## src/rtl/m_seq_pkg.sv

```systemverilog
// Shared constants and state encoding for the m-sequence generator and checker.
package m_seq_pkg;

    localparam int unsigned SEQ_ORDER        = 10;
    localparam int unsigned SEQ_TAP          = 7;
    localparam int unsigned SEQ_PERIOD       = 1023;
    localparam int unsigned LOCK_MATCHES_DEF = 16;
    localparam int unsigned LOSS_ERRS_DEF    = 4;
    localparam int unsigned CNT_W_DEF        = 16;

    typedef enum logic [1:0] {
        ST_IDLE   = 2'd0,
        ST_FILL   = 2'd1,
        ST_HUNT   = 2'd2,
        ST_LOCKED = 2'd3
    } state_e;

endpackage

```

## src/rtl/m_seq_pred.sv

```systemverilog
// History shift register and next-bit predictor for x^10 + x^7 + 1.
module m_seq_pred
    import m_seq_pkg::*;
#(
    parameter int unsigned ORDER = SEQ_ORDER
) (
    input  logic clk,
    input  logic rst,
    input  logic shift_i,
    input  logic free_run_i,
    input  logic data_i,
    output logic pred_o,
    output logic next_nz_o
);

    logic [ORDER-1:0] hist_q;
    logic [ORDER-1:0] hist_d;
    logic             in_c;

    // Predicted bit taken from the two recurrence taps (hist[0] is newest)
    always_comb begin
        pred_o = hist_q[ORDER-1] ^ hist_q[SEQ_TAP-1];
    end

    // Pick received or predicted bit and form the shifted history
    always_comb begin
        in_c      = free_run_i ? pred_o : data_i;
        hist_d    = shift_i ? {hist_q[ORDER-2:0], in_c} : hist_q;
        next_nz_o = |hist_d;
    end

    // History register
    always_ff @(posedge clk) begin
        if (!rst) begin
            hist_q <= '0;
        end else begin
            hist_q <= hist_d;
        end
    end

endmodule

```

## config.mk

```make
export PLATFORM = sky130hd
export DESIGN_NAME = m_seq_pred
export DESIGN_NICKNAME = d
export VERILOG_FILES = /design/src/rtl/m_seq_pkg.sv /design/src/rtl/m_seq_pred.sv
export SDC_FILE = /design/constraint.sdc
export NUM_CORES = 1
export LEC_CHECK = 0
export BUFFER_PORTS_ARGS = -buffer_cell sky130_fd_sc_hd__buf_2
export CAP_MARGIN = 20
export CORE_AREA = 5 5 42 44
export DETAILED_ROUTE_END_ITERATION = 7
export DIE_AREA = 0 0 47 49
export MAX_ROUTING_LAYER = met4
export PLACE_DENSITY = 0.58
export SYNTH_ARGS = -nofsm -noshare
export SYNTH_HDL_FRONTEND = slang
export SYNTH_SLANG_ARGS = --single-unit
```

## constraint.sdc

```tcl
create_clock -name clk -period 1.4 [get_ports clk]
set_clock_uncertainty 0.15 [all_clocks]
set_input_delay 0.21 -clock clk [delete_from_list [all_inputs] [get_ports clk]]
set_output_delay 0.21 -clock clk [all_outputs]
set_load 0.02 [all_outputs]
```

# After elaboration in Yosys (flattened, before gate mapping)

Cells that the tools add are included.

Output and inout bits: 2
Input port bits: 5
Register bits after elaboration: 10

Muxes and demuxes: 2
Bitwise operators: 1
Reductions and logical operators: 1

Operators with widths:

| kind                | number |
|---|---|
| two-way mux 10 bit  | 1 |
| OR reduction 10 bit | 1 |
| two-way mux 1 bit   | 1 |
| XOR 1 bit           | 1 |

# Longest topological paths before layout

Gate-level depths: netlist (run 1).

Depth after elaboration: 4
Depth in mapped cells: 3

# Worst setup path before layout (run 1)

Ideal clock, no wire load.

Kind: register to output
Start: register hist_q[8]
End: output next_nz_o
Slack: -167 ps
Buffers on the path: 0
Required time: 1040 ps
Arrival: 1207 ps
Cell stages (with the launch flop): 4
Path through: dfxtp_1 -> or4_4 -> a211oi_2 -> nand4_1

Longest elaborated chain between the ends: 2

Ends and longest elaborated chain:

| what                   | line             | text |
|---|---|---|
| start, declared        | m_seq_pred.sv:16 | `logic [ORDER-1:0] hist_q;` |
| start signal, assigned | m_seq_pred.sv:37 | `hist_q <= hist_d;` |
| two-way mux 10 bit     | m_seq_pred.sv:28 | `hist_d = shift_i ? {hist_q[ORDER-2:0], in_c} : hist_q;` |
| OR reduction 10 bit    | m_seq_pred.sv:29 | `next_nz_o = \|hist_d;` |
| end, declared          | m_seq_pred.sv:13 | `output logic next_nz_o` |

Every way passes these cells.

# Worst setup path after layout (run 1)

Same ends and word-level chain as after synthesis.

==> key figures, run 1 <==
CTS
  • Number of clock sinks: 10
  • CTS Hold Bufs: 0
  • Max Buffers Root-to-Sink: 2
  • Clk root buf: clkbuf_4
  • Clock-pin slew on the worst setup and hold paths: 70 ps
  • Clock buffer count from CTS: 3
  • CTS tree: yes
  • # H-tree levels: 1
  • Clk_lat worst skew: 260 ps

Synth
  • Yosys top cell area share: 46.5%
  • Synthesized Nets: 45
  • Primary FF master, synth: dfxtp_1
  • Cells after Synth: 40
  • FF+latch count, synth: 10
  • Unique masters post-synth: 16
  • Synth top area cells: dfxtp_1 47%, mux2i_1 19%, nor2b_1 13%
  • Synth Cell Area: 430 um2
  • Fraction of registers with async set/reset: 0%
  • Synth warnings: 0
  • EDFF count, synth: 0
  • Most numerous cell in the Yosys netlist: dfxtp_1
  • Yosys top cell by area: dfxtp_1
  • Commonest cells in the synthesized netlist: 10 x dfxtp_1, 9 x nor2b_1, 8 x mux2i_1
  • Post-synthesis area per instance: 10.8 um2
  • Sequential share of the synthesized area: 46.5%

Worst setup path
  • CP Max Fanout: 2
  • CP required: 1040 ps
  • Critical-path cell list: or4_4, a211oi_2, nand4_1, buf_2
  • Critical Path Start Type: register
  • Worst Path Class, Setup: register to output port
  • Worst Path Arrival: 1520 ps
  • Slowest CP cell: or4_4
  • Worst path max stage delay: 520 ps
  • Critical Path Sink Type: output port
  • Setup slack, reg-to-reg: 160 ps

Global routing
  • Met3 track demand over resource: 3.32%
  • First-pass GRT wire length: 1420 um
  • Met1 global-route usage: 10.7%
  • Largest net degree at the start of global routing: 11
  • Total gr overflow: 0
  • Number of global-route vias before repair: 344
  • Initial antenna violation count: 0
  • Global route hottest layer: met2
  • GRT Overall Usage: 8.84%
  • GR Util met2: 12.0%

Timing
  • RSZ-0062 raised after global routing: yes
  • Peak Freq: 531 MHz
  • Final WS setup: -485 ps
  • Tightest Pin Transition: 323 ps
  • Final hold vios: 0
  • Min Tclk post-route: 1880 ps
  • Slew Limit Fails: 0
  • Relative slew slack: 78.3%
  • # setup viols final: 1
  • Final setup TNS: -485 ps
  • Hold WS: 111 ps
  • Fin crit share: 135%

Pwr
  • Clk network pwr share: 43.1%
  • Seq pwr share: 48.7%
  • P_sw: 0.123 mW
  • Cell-internal power: 0.471 mW
  • Peak supply drop: 800 uV
  • Power per cell area: 1030 nW/um2
  • Sw Share: 20.7%
  • Combinational group share of total power: 8.2%
  • Lkg Pwr: 0.253 nW

Placement
  • Area after DPL: 513 um2
  • RePlAce Congestion: 0.628
  • IO Port Bufs: 6
  • Place WS: -203 ps

Route
  • DR iter-0 viols: 0
  • Number of remaining DRC errors: 0
  • Detail Route Antenna Nets: 0
  • Drt first pass iters: 1
  • Final wirelength: 783 um
  • WL/cell: 11.2 um
  • Vias/cell: 4.54
  • Vias: 318

Worst hold path
  • Hold Path Class: input pin to register

Final layout
  • Area Growth Syn to Fin: 34.6%
  • Final design area excluding fillers: 579 um2
  • Final #Nets: 60
  • Top Registers: hist_q (10)
  • Layout cells sized above 1: 37.0%
  • # diodes: 0
  • Max reg flops: 10
  • Most flops, register: hist_q

Die
  • Num rows: 14
  • Die Span X: 47 um
  • Core Area: 1400 um2
  • Die Y: 49 um
  • Die area: 2300 um2
  • Starting density of the core: 30.7%
  • Top-Level Pins: 7

Outcome
  • Failing checks: negative setup slack
  • Run status: finished, violations left

Job
  • Max-cap violation count: 0
-- per-stage QoR --
step	util [%]	power [mW]	instances
global placement	36.6	0.345	66
global route	41.3	0.631	70
detailed placement	36.6	0.345	66
CTS	40.2	0.603	70
floorplan	-	0.325	40
finish	41.3	0.594	70
-- logic make-up (layout without fill, tap and decap cells) --
family          count (synthesis)  count (layout)  share of synthesized area (%)
simple gates                   14              14                           22.1
flops                          10              10                           46.5
mux                             8               8                           18.6
compound gates                  5               5                           8.72
buf+inv                         2              16                           2.03
xor+xnor                        1               1                           2.04
-- worst paths after layout --
check        cells past startpoint      start         to
max reg2reg                      4  hist_q[6]  hist_q[0]
max                              4  hist_q[8]  next_nz_o
min                              2        rst  hist_q[6]
min reg2reg                      2  hist_q[4]  hist_q[4]
-- critical path, delay by kind of cell, from the launching register on --
| kind | cells | cell delay [ps] |
|---|---|---|
| AOI/OAI and AO/OA | 1 | 150 |
| DFF | 1 | 320 |
| and+or+nand+nor | 2 | 610 |
| buffers and inverters | 1 | 170 |
-- placed cells by master, fill, tap and decap left out --
cell type and instances:
nor4_1 1, xor2_4 1, a21boi_0 1, buf_4 4, nand4_1 1, o21a_1 1, o21ai_0 1, dfxtp_1 9
clkbuf_8 1, a21oi_1 1, buf_2 5, mux2i_1 8, inv_1 1, or4_4 1, and2b_2 1, a211oi_2 1
nor2b_1 9, dfxtp_2 1, clkbuf_4 3, buf_6 2, nand2b_1 1
-- power by group through the flow --
stage | Sequential [mW] | Clock, mW | Combinational [mW]
3_3_place_gp | 0.296 | 0 | 0.0489
4_1_cts | 0.290 | 0.264 | 0.0490
5_1_grt | 0.290 | 0.288 | 0.0530
6_report | 0.289 | 0.256 | 0.0486
2_1_floorplan | 0.296 | 0 | 0.0298
3_5_place_dp | 0.296 | 0 | 0.0489
-- metal layers --
metal / wire length [um] / vias to the layer above
met3: 46 / 2
met5: 0 / -
met4: 5 / 0
met2: 349 / 6
met1: 382 / 141
li1: - / 169
-- area by class of cell --
| class | instances | area, um2 |
|---|---|---|
| Timing Repair Buffer | 11 | 77.6 |
| Inverter | 1 | 3.75 |
| Fill cell | 149 | 822 |
| Sequential cell | 10 | 201 |
| Clock buffer | 4 | 36.3 |
| Tap cell | 16 | 20.0 |
| Multi-Input combinational cell | 28 | 240 |
-- repair_timing --
action / 4_1_cts / 5_1_grt
setup buffers: 0 / 0
setup endpoints to repair: 2 / 2
gates resized for setup: 3 / 3
No activity file was read; power rests on OpenSTA's default activity.
==> run 2, diff against run 1 <==
--- a/config.mk
+++ b/config.mk
@@ -5,13 +5,15 @@
 export SDC_FILE = /design/constraint.sdc
 export NUM_CORES = 1
 export LEC_CHECK = 0
+export ABC_AREA = 1
 export BUFFER_PORTS_ARGS = -buffer_cell sky130_fd_sc_hd__buf_2
 export CAP_MARGIN = 20
 export CORE_AREA = 5 5 42 44
+export CTS_CLUSTER_SIZE = 20
 export DETAILED_ROUTE_END_ITERATION = 7
 export DIE_AREA = 0 0 47 49
 export MAX_ROUTING_LAYER = met4
-export PLACE_DENSITY = 0.58
+export PLACE_DENSITY = 0.6
 export SYNTH_ARGS = -nofsm -noshare
 export SYNTH_HDL_FRONTEND = slang
 export SYNTH_SLANG_ARGS = --single-unit
==> key figures, run 2 <==
Outcome
  • Run status: finished, violations left
  • Failing checks: negative setup slack

Pwr
  • Power Total: 0.641 mW
  • Sw Share: 23.6%
  • Combinational group share of total power: 13.6%
  • Cell-internal power: 0.490 mW
  • P_sw: 0.151 mW
  • Clk network pwr share: 39.7%
  • Power per cell area: 1020 nW/um2
  • Peak supply drop: 475 uV
  • Seq pwr share: 46.8%
  • Lkg Pwr: 0.300 nW

Final layout
  • Most frequent cells in the layout: 18 x nand2_1, 9 x buf_4, 8 x nor2_1
  • Most flops, register: hist_q
  • Final #Nets: 91
  • Max reg flops: 10
  • Commonest non-fill, non-tap cell in the layout: nand2_1
  • # diodes: 0
  • Number of fill cells in the layout: 150
  • Area Growth Syn to Fin: 39.2%
  • Finished Layout Cells: 101
  • Layout cells sized above 1: 40.0%
  • Final design area excluding fillers: 627 um2
  • Top Registers: hist_q (10)

CTS
  • Clk root buf: clkbuf_4
  • CTS tree: yes
  • Max Buffers Root-to-Sink: 2
  • Clock buffer count from CTS: 3
  • Number of clock sinks: 10
  • Clock-pin slew on the worst setup and hold paths: 60 ps
  • CTS Hold Bufs: 0
  • # H-tree levels: 1
  • Clk_lat worst skew: 260 ps

Worst setup path
  • Critical Path Sink Type: output port
  • Worst Path Class, Setup: register to output port
  • Critical Path Start Type: register
  • Reg-to-Reg End: hist_q[0]
  • Setup slack, reg-to-reg: 420 ps
  • Worst Path Arrival: 1220 ps
  • CP required: 1040 ps
  • Reg2reg start: hist_q[6]
  • Worst reg-to-reg path cell count: 6
  • CP Max Fanout: 3
  • Setup crit start: hist_q[6]
  • Crit path capture: next_nz_o

Synth
  • Synth top area cells: dfxtp_1 44%, nand2_1 18%, a21oi_1 6.7%
  • Unique masters post-synth: 15
  • Post-synthesis area per instance: 6.72 um2
  • EDFF count, synth: 0
  • Primary FF master, synth: dfxtp_1
  • Cells after Synth: 67
  • FF+latch count, synth: 10
  • Synthesized Nets: 72
  • Synth warnings: 0
  • Synth Cell Area: 450 um2
  • Most numerous cell in the Yosys netlist: nand2_1
  • Yosys top cell area share: 44.4%
  • Sequential share of the synthesized area: 44.4%
  • Yosys top cell by area: dfxtp_1
  • Fraction of registers with async set/reset: 0%
  • Commonest cells in the synthesized netlist: 22 x nand2_1, 10 x dfxtp_1, 8 x nor2_1, 7 x inv_1, 6 x a21oi_1

Die
  • Starting density of the core: 32.1%
  • Top-Level Pins: 7
  • Die area: 2300 um2
  • Die Span X: 47 um
  • Die Y: 49 um
  • Num rows: 14
  • Core Area: 1400 um2

Route
  • Number of remaining DRC errors: 0
  • Drt first pass iters: 4
  • Vias: 450
  • Detail Route Antenna Nets: 0
  • DR iter-0 viols: 4
  • Final wirelength: 899 um
  • WL/cell: 8.90 um
  • Vias/cell: 4.46

Global routing
  • First-pass GRT wire length: 1480 um
  • Total gr overflow: 0
  • Number of global-route vias before repair: 383
  • Largest net degree at the start of global routing: 11
  • Initial antenna violation count: 0
  • GRT Overall Usage: 9.55%

Worst hold path
  • Hold Path Class: input pin to register

Timing
  • Final setup TNS: -179 ps
  • # setup viols final: 1
  • Fin crit share: 113%
  • Peak Freq: 633 MHz
  • Hold WS: 97.1 ps
  • Final WS setup: -179 ps
  • Slew Limit Fails: 0
  • Final hold vios: 0
  • Min Tclk post-route: 1580 ps
  • RSZ-0062 raised after global routing: yes
  • Relative slew slack: 82.8%
  • Tightest Pin Transition: 256 ps

Placement
  • Area after DPL: 542 um2
  • RePlAce Congestion: 0.747
  • IO Port Bufs: 6
  • Dpl cells: 95
  • Post-DP HPWL: 660 um

Job
  • Max-cap violation count: 0
-- run 2: cell types whose count changed in the layout (fill, tap and decap cells not counted), moves of 2 or more --
cell,delta
nand3_1,+2
nand2_2,+6
dfxtp_1,-3
nand2_1,+18
inv_1,+6
dfxtp_2,+3
nor2b_1,-9
nor2_1,+8
buf_4,+5
o21ai_1,+2
o21ai_2,+3
a21oi_1,+5
mux2i_1,-8
-- run 2: critical path, stage by stage, from the launching register on --
cell and delay [ps]:
dfxtp_2 330, inv_1 80, nand2_2 70, o21ai_2 70, nand2_1 60, nor2_1 100, nand3_1 100, buf_6 140
-- run 2: power groups by stage --
stage	sequential [mW]	clock, mW	combinational (mW)
finish	0.300	0.254	0.0869
CTS	0.299	0.268	0.0820
global route	0.301	0.279	0.0980
global placement	0.305	0	0.0757
detailed placement	0.305	0	0.0760
floorplan	0.304	0	0.0505
-- run 2: per-layer routing --
layer	up-vias	part of all wire (%)	track usage, %
met1	193	47	11.9
met2	10	41	10.6
met4	0	4.6	9.68
li1	242	-	-
met3	5	7.0	3.69
met5	-	0	-
-- run 2: cells by family after synthesis --
kind of cell,Yosys count,synth area share [%]
and+or+nand+nor,36,32.5
AOI/OAI and AO/OA,11,13.1
DFF,10,44.4
buffers and inverters,10,10.0
-- run 2: cell type report --
class	instances	area (um2)	share of cell area, %
Clock buffer	4	36.3	5.79
Inverter	9	33.8	5.39
Multi-Input combinational cell	47	228	36.3
Sequential cell	10	205	32.7
Tap cell	16	20.0	3.19
Timing Repair Buffer	15	104	16.6
-- run 2: how the worst min path moves through the flow --
| stage | start | to | slack [ps] | cells after the start |
|---|---|---|---|---|
| 2_1_floorplan | rst | hist_q[7] | 270 | 2 |
| 3_3_place_gp | hist_q[8] | hist_q[8] | 320 | 2 |
| 3_5_place_dp | hist_q[0] | hist_q[1] | 330 | 2 |
| 4_1_cts | shift_i | hist_q[7] | 90 | 3 |
| 5_1_grt | shift_i | hist_q[7] | 120 | 3 |
| 6_report | shift_i | hist_q[7] | 100 | 3 |
-- run 2: through the flow --
step	setup WS, ps	utilization, %
finish	-179	44.7
global route	-270	44.7
CTS	-186	43.5
detailed placement	-68.6	38.7
global placement	-71.5	38.7
floorplan	198	-
-- run 2: timing repair --
item                                   4_1_cts  5_1_grt
setup endpoints to repair                    1        2
pin swaps                                    2        7
endpoints found under the hold margin        0        0
gates resized for setup                      8        7
buffers inserted                             2        0
